**src/rtl/spw_fct_pkg.sv**
```systemverilog
// Shared SpaceWire flow-control definitions for the TX credit logic
// and the FCT sender: state encoding and link credit constants.
package spw_fct_pkg;

    // Credit FSM state encoding (2-bit)
    typedef enum logic [1:0] {
        FCT_IDLE  = 2'd0,
        FCT_RUN   = 2'd1,
        FCT_ERROR = 2'd2
    } fct_state_e;

    // Credits granted by one FCT from the far end
    localparam int SPW_CREDIT_PER_FCT = 8;

    // Maximum legal outstanding credit (seven FCTs)
    localparam int SPW_MAX_CREDIT     = 56;

    // Counter width; must hold MAX_CREDIT + CREDIT_PER_FCT - 1
    localparam int SPW_CNT_W          = 6;

    // credit_low asserts at or below this level
    localparam int SPW_LOW_THRESH     = 8;

endpackage

```
**src/rtl/fct_credit_arith.sv**
```systemverilog
// Combinational next-credit calculation for the TX credit counter.
// Ports:
//   count        in   CNT_W  current outstanding credit
//   fct_received in   1      FCT pulse this cycle
//   nchar_sent   in   1      N-char pulse this cycle
//   next_count   out  CNT_W  count + inc - dec (low CNT_W bits)
//   overflow     out  1      net result exceeds MAX_CREDIT
//   underflow    out  1      N-char sent while count is zero
module fct_credit_arith
    import spw_fct_pkg::*;
#(
    parameter int CREDIT_PER_FCT = SPW_CREDIT_PER_FCT,
    parameter int MAX_CREDIT     = SPW_MAX_CREDIT,
    parameter int CNT_W          = SPW_CNT_W
) (
    input  logic [CNT_W-1:0] count,
    input  logic             fct_received,
    input  logic             nchar_sent,
    output logic [CNT_W-1:0] next_count,
    output logic             overflow,
    output logic             underflow
);

    localparam logic [CNT_W:0] INC  = (CNT_W+1)'(CREDIT_PER_FCT);
    localparam logic [CNT_W:0] MAXC = (CNT_W+1)'(MAX_CREDIT);

    logic             zero;
    logic [CNT_W:0]   inc;
    logic [CNT_W:0]   dec;
    logic [CNT_W:0]   sum;

    // One extra bit so the intermediate sum cannot wrap
    always_comb begin
        zero       = (count == '0);
        inc        = fct_received ? INC : '0;
        dec        = {{CNT_W{1'b0}}, (nchar_sent && !zero)};
        sum        = {1'b0, count} + inc - dec;
        next_count = sum[CNT_W-1:0];
        overflow   = (sum > MAXC);
        underflow  = nchar_sent && zero;
    end

endmodule

```
**src/rtl/tx_fct_credit.sv**
```systemverilog
// Transmit-side SpaceWire flow-control credit counter with
// overflow (credit error) and underflow detection.
// Ports:
//   pclk_tx       in   1      TX clock
//   reset_tx      in   1      synchronous active-high reset
//   link_active   in   1      link in Connecting/Run; low clears credit
//   fct_received  in   1      FCT decoded by the receiver (pulse)
//   nchar_sent    in   1      N-char committed by the TX (pulse)
//   credit_count  out  CNT_W  outstanding credit
//   credit_avail  out  1      nonzero credit while running
//   credit_low    out  1      credit_count <= LOW_THRESH
//   credit_error  out  1      credit overflow, held in ERROR
//   underflow_err out  1      N-char sent with zero credit (pulse)
module tx_fct_credit
    import spw_fct_pkg::*;
#(
    parameter int CREDIT_PER_FCT = SPW_CREDIT_PER_FCT,
    parameter int MAX_CREDIT     = SPW_MAX_CREDIT,
    parameter int CNT_W          = SPW_CNT_W,
    parameter int LOW_THRESH     = SPW_LOW_THRESH
) (
    input  logic             pclk_tx,
    input  logic             reset_tx,
    input  logic             link_active,
    input  logic             fct_received,
    input  logic             nchar_sent,
    output logic [CNT_W-1:0] credit_count,
    output logic             credit_avail,
    output logic             credit_low,
    output logic             credit_error,
    output logic             underflow_err
);

    localparam logic [CNT_W-1:0] LOW_T = CNT_W'(LOW_THRESH);

    fct_state_e       state;
    logic [CNT_W-1:0] arith_next;
    logic             arith_ovf;
    logic             arith_unf;

    fct_credit_arith #(
        .CREDIT_PER_FCT (CREDIT_PER_FCT),
        .MAX_CREDIT     (MAX_CREDIT),
        .CNT_W          (CNT_W)
    ) u_arith (
        .count          (credit_count),
        .fct_received   (fct_received),
        .nchar_sent     (nchar_sent),
        .next_count     (arith_next),
        .overflow       (arith_ovf),
        .underflow      (arith_unf)
    );

    // Outputs are derived from the next count so that they line
    // up with credit_count in the same cycle.
    always_ff @(posedge pclk_tx) begin
        if (reset_tx) begin
            state         <= FCT_IDLE;
            credit_count  <= '0;
            credit_avail  <= 1'b0;
            credit_low    <= 1'b1;
            credit_error  <= 1'b0;
            underflow_err <= 1'b0;
        end else begin
            unique case (state)
                FCT_IDLE: begin
                    credit_count  <= '0;
                    credit_avail  <= 1'b0;
                    credit_low    <= 1'b1;
                    credit_error  <= 1'b0;
                    underflow_err <= 1'b0;
                    if (link_active)
                        state <= FCT_RUN;
                end
                FCT_RUN: begin
                    if (!link_active) begin
                        state         <= FCT_IDLE;
                        credit_count  <= '0;
                        credit_avail  <= 1'b0;
                        credit_low    <= 1'b1;
                        underflow_err <= 1'b0;
                    end else if (arith_ovf) begin
                        // Count is frozen at its pre-overflow value
                        state         <= FCT_ERROR;
                        credit_error  <= 1'b1;
                        credit_avail  <= 1'b0;
                        underflow_err <= 1'b0;
                    end else begin
                        credit_count  <= arith_next;
                        credit_avail  <= (arith_next != '0);
                        credit_low    <= (arith_next <= LOW_T);
                        underflow_err <= arith_unf;
                    end
                end
                FCT_ERROR: begin
                    underflow_err <= 1'b0;
                    credit_avail  <= 1'b0;
                    if (!link_active) begin
                        state        <= FCT_IDLE;
                        credit_count <= '0;
                        credit_low   <= 1'b1;
                        credit_error <= 1'b0;
                    end
                end
                default: begin
                    state         <= FCT_IDLE;
                    credit_count  <= '0;
                    credit_avail  <= 1'b0;
                    credit_low    <= 1'b1;
                    credit_error  <= 1'b0;
                    underflow_err <= 1'b0;
                end
            endcase
        end
    end

endmodule
```
**config.mk**
```make
export PLATFORM = sky130hd
export DESIGN_NAME = tx_fct_credit
export DESIGN_NICKNAME = d
export VERILOG_FILES = /design/src/rtl/spw_fct_pkg.sv /design/src/rtl/fct_credit_arith.sv /design/src/rtl/tx_fct_credit.sv
export SDC_FILE = /design/constraint.sdc
export NUM_CORES = 1
export LEC_CHECK = 0
export ABC_AREA = 1
export CAP_MARGIN = 20
export CORE_MARGIN = 4
export CORE_UTILIZATION = 45
export DETAILED_ROUTE_END_ITERATION = 10
export DONT_BUFFER_PORTS = 1
export GPL_TIMING_DRIVEN = 0
export PLACE_DENSITY_LB_ADDON = 0.05
export SLEW_MARGIN = 20
export SYNTH_ARGS = -nofsm -noshare
export SYNTH_HDL_FRONTEND = slang
export SYNTH_SLANG_ARGS = --single-unit
export TNS_END_PERCENT = 50
```
**constraint.sdc**
```tcl
create_clock -name pclk_tx -period 2.8 [get_ports pclk_tx]
set_input_delay 0.28 -clock pclk_tx [delete_from_list [all_inputs] [get_ports pclk_tx]]
set_output_delay 0.28 -clock pclk_tx [all_outputs]
set_load 0.005 [all_outputs]
```
==> flow_summary.json <==
{
  "ys_ff_latch": 12,
  "crit_arrival_ps": 2750,
  "placementRows": 15,
  "rr_endpoint": "credit_count[2]$_SDFFE_PP0P_",
  "worst_pin_slew_ps": 438,
  "h-tree-depth": 1,
  "num-fill-cells": 182,
  "status": "completed",
  "detail_route.wirelength_mm": 1.68,
  "die_h_um": 50.7,
  "rsz0062_at_grt": "no",
  "fp.dieArea_sq_um": 2570,
  "yosysUniqueCellTypes": 24,
  "setup_violations": 0,
  "maxCapViolations": 0,
  "critPathLaunchType": "flop",
  "drt-initial-drc-count": 10,
  "grt_antenna_before_repair": 0,
  "hp-start": "reset_tx",
  "path_class": "flop to flop",
  "reg2reg_slack_ps": 220,
  "place_congestion": 0.743,
  "core-area_sq_um": 1730,
  "max_freq_ghz": 0.388,
  "finalPower_mw": 0.382,
  "synth-async-reset-ratio_pct": 0,
  "yosysWarnings": 0,
  "grt_pass1_wl_mm": 2.93,
  "grt_usage_pct": 15.3,
  "avgSynthCellArea_sq_um": 7.27,
  "ant_nets": 0,
  "grt_pass1_vias": 687,
  "final_cells": 142,
  "cts.sinks": 12,
  "slew-limit-headroom_pct": 70.7,
  "cts_root_buf": "clkbuf_4",
  "syn_to_final_growth_pct": 14.3,
  "skew_ps": 7.50,
  "worstHoldEndpoint": "state[1]$_SDFFE_PP0P_",
  "clk_latency_ps": 270,
  "place_area_sq_um": 853,
  "multi_input_area_sq_um": 542,
  "portBuffers": 0,
  "drive_gt1_share_pct": 25.6,
  "min_period_ps": 2580,
  "firstDrtPassIters": 4,
  "critPathRequiredTime_ps": 2970,
  "clk_pin_slew_worst_paths_ps": 80,
  "grt_max_degree": 10,
  "syn_area_sq_um": 822,
  "hold_class": "primary input to flop",
  "leakagePower_nw": 0.446,
  "nets": 132,
  "start_util_pct": 47.6,
  "dp.cells": 138,
  "clock_path_buffers": 2,
  "seq_area_sq_um": 244,
  "vdd.ir_drop.worst_uv": 305,
  "ios": 15,
  "cp-end-kind": "flop",
  "numCtsBuffers": 3,
  "grt_overflow_total": 0,
  "syn_nets": 127,
  "die_x_um": 50.7,
  "maxSlewViolCount": 0,
  "drc": 0,
  "fin_crit_sh_pct": 92.1,
  "reg2regPathDepth": 17,
  "fin_area_sq_um": 940,
  "antenna_cells": 0,
  "r2r_start": "credit_count[5]$_SDFFE_PP0P_",
  "cellPowerDensity_nw_per_um2": 406,
  "cp_max_fo": 7,
  "syn_inst": 113,
  "wl_per_cell_um": 11.8,
  "post_cts_buffers": 0,
  "hold_depth": 1,
  "cts_tree": "yes",
  "synthFlopType": "dfxtp_1",
  "via_per_inst": 4.87,
  "synth_seq_area_share_pct": 29.2,
  "synth_edf_count": 0,
  "dpl.hpwl_mm": 1.33,
  "timing.hold.ws_ps": 72.2,
  "hold_violations": 0,
  "vias": 691
}
[where the power goes]
group          switching [mW]  total [mW]  internal (mW)  leakage [nW]
Combinational          0.0439      0.0688         0.0248         0.327
Clock                  0.0570       0.136         0.0790        0.0210
Sequential            0.00264       0.177          0.174        0.0987
Total                   0.104       0.382          0.278         0.446
[metrics by stage]
stage	utilization, %	setup slack (ps)	setup TNS [ps]
floorplan	-	270	0
global placement	49.4	-36.8	-233
detailed placement	49.4	-49.0	-269
CTS	52.2	1.52	0
global route	54.4	2.51	0
finish	54.4	220	0
[worst max-delay path: stages, from the launching register on]
cell	delay, ps
dfxtp_2	340
inv_1	90
ha_2	200
nand3_2	90
nand2_1	70
inv_1	40
ha_1	160
inv_1	90
ha_4	160
fa_2	460
nor3_4	200
nor2_2	80
nand3_4	100
nand2_2	80
nand2_4	80
nand2_4	80
nand3_1	80
nand2_1	60
[cells in the mapped netlist, types with 2 or more instances]
library cell / n / area, sq um
inv_1: 18 / 67.6
nand2_2: 5 / 31.3
ha_1: 8 / 100
nand2_4: 2 / 22.5
inv_2: 4 / 15.0
nor2_2: 2 / 12.5
a21oi_1: 3 / 15.0
nor3_1: 2 / 10.0
dfxtp_1: 12 / 240
nand4_1: 6 / 37.5
nor2_1: 3 / 11.3
nand3_1: 15 / 75.1
nand2_1: 22 / 82.6
[metal layers]
metal  part of all wire (%)  track usage [%]  vias up
met5                      0                0        -
met4                      0             4.04        0
met3                    6.5             6.82        0
met2                     49             25.0       14
met1                     45             18.0      301
li1                       -                -      376
[state kept, by name (all words and copies together) (netlist names)]
register	count
credit_count	6
state	2
credit_avail	1
credit_error	1
credit_low	1
underflow_err	1
[layout by cell type (no fill, tap or decap), drive strengths merged, types with 2 or more instances in the layout]
cell    netlist  routed
nand2        29      29
nand4         6       6
inv          22      22
nor2          5       5
a21oi         4       4
clkbuf        0       4
ha            8       8
dfxtp        12      12
nand3        17      17
nor3          2       2
[cell type report]
type | instances | share of cell area, %
Clock buffer | 4 | 3.86
Inverter | 23 | 9.19
Multi-Input combinational cell | 78 | 57.7
Sequential cell | 12 | 26.0
Tap cell | 25 | 3.33
[repair_timing]
action | 4_1_cts | 5_1_grt
endpoints found under the setup margin | 7 | 12
gates resized for setup | 2 | 10
hold buffers | 0 | 0
pin swaps | 0 | 3
[cell families after synthesis]
group / share of synthesized area [%]
and+or+nand+nor: 39.4
AOI/OAI and AO/OA: 5.17
buffers and inverters: 10.5
xor gates and xnor gates: 1.07
DFF: 29.2
adders and majority gates: 14.6
[how the worst max path moves through the flow]
stage / to / depth (start not counted) / from / slack [ps]
after floorplan: credit_low$_SDFFE_PP1P_ / 17 / credit_count[4]$_SDFFE_PP0P_ / 270
after global placement: credit_low$_SDFFE_PP1P_ / 17 / credit_count[4]$_SDFFE_PP0P_ / -40
after detailed placement: credit_count[2]$_SDFFE_PP0P_ / 17 / credit_count[4]$_SDFFE_PP0P_ / -50
after CTS: credit_count[2]$_SDFFE_PP0P_ / 17 / credit_count[4]$_SDFFE_PP0P_ / 2
after global routing: credit_count[4]$_SDFFE_PP0P_ / 17 / credit_count[5]$_SDFFE_PP0P_ / 3
final: credit_count[2]$_SDFFE_PP0P_ / 17 / credit_count[5]$_SDFFE_PP0P_ / 220
Power figures use the tool's default switching activity.
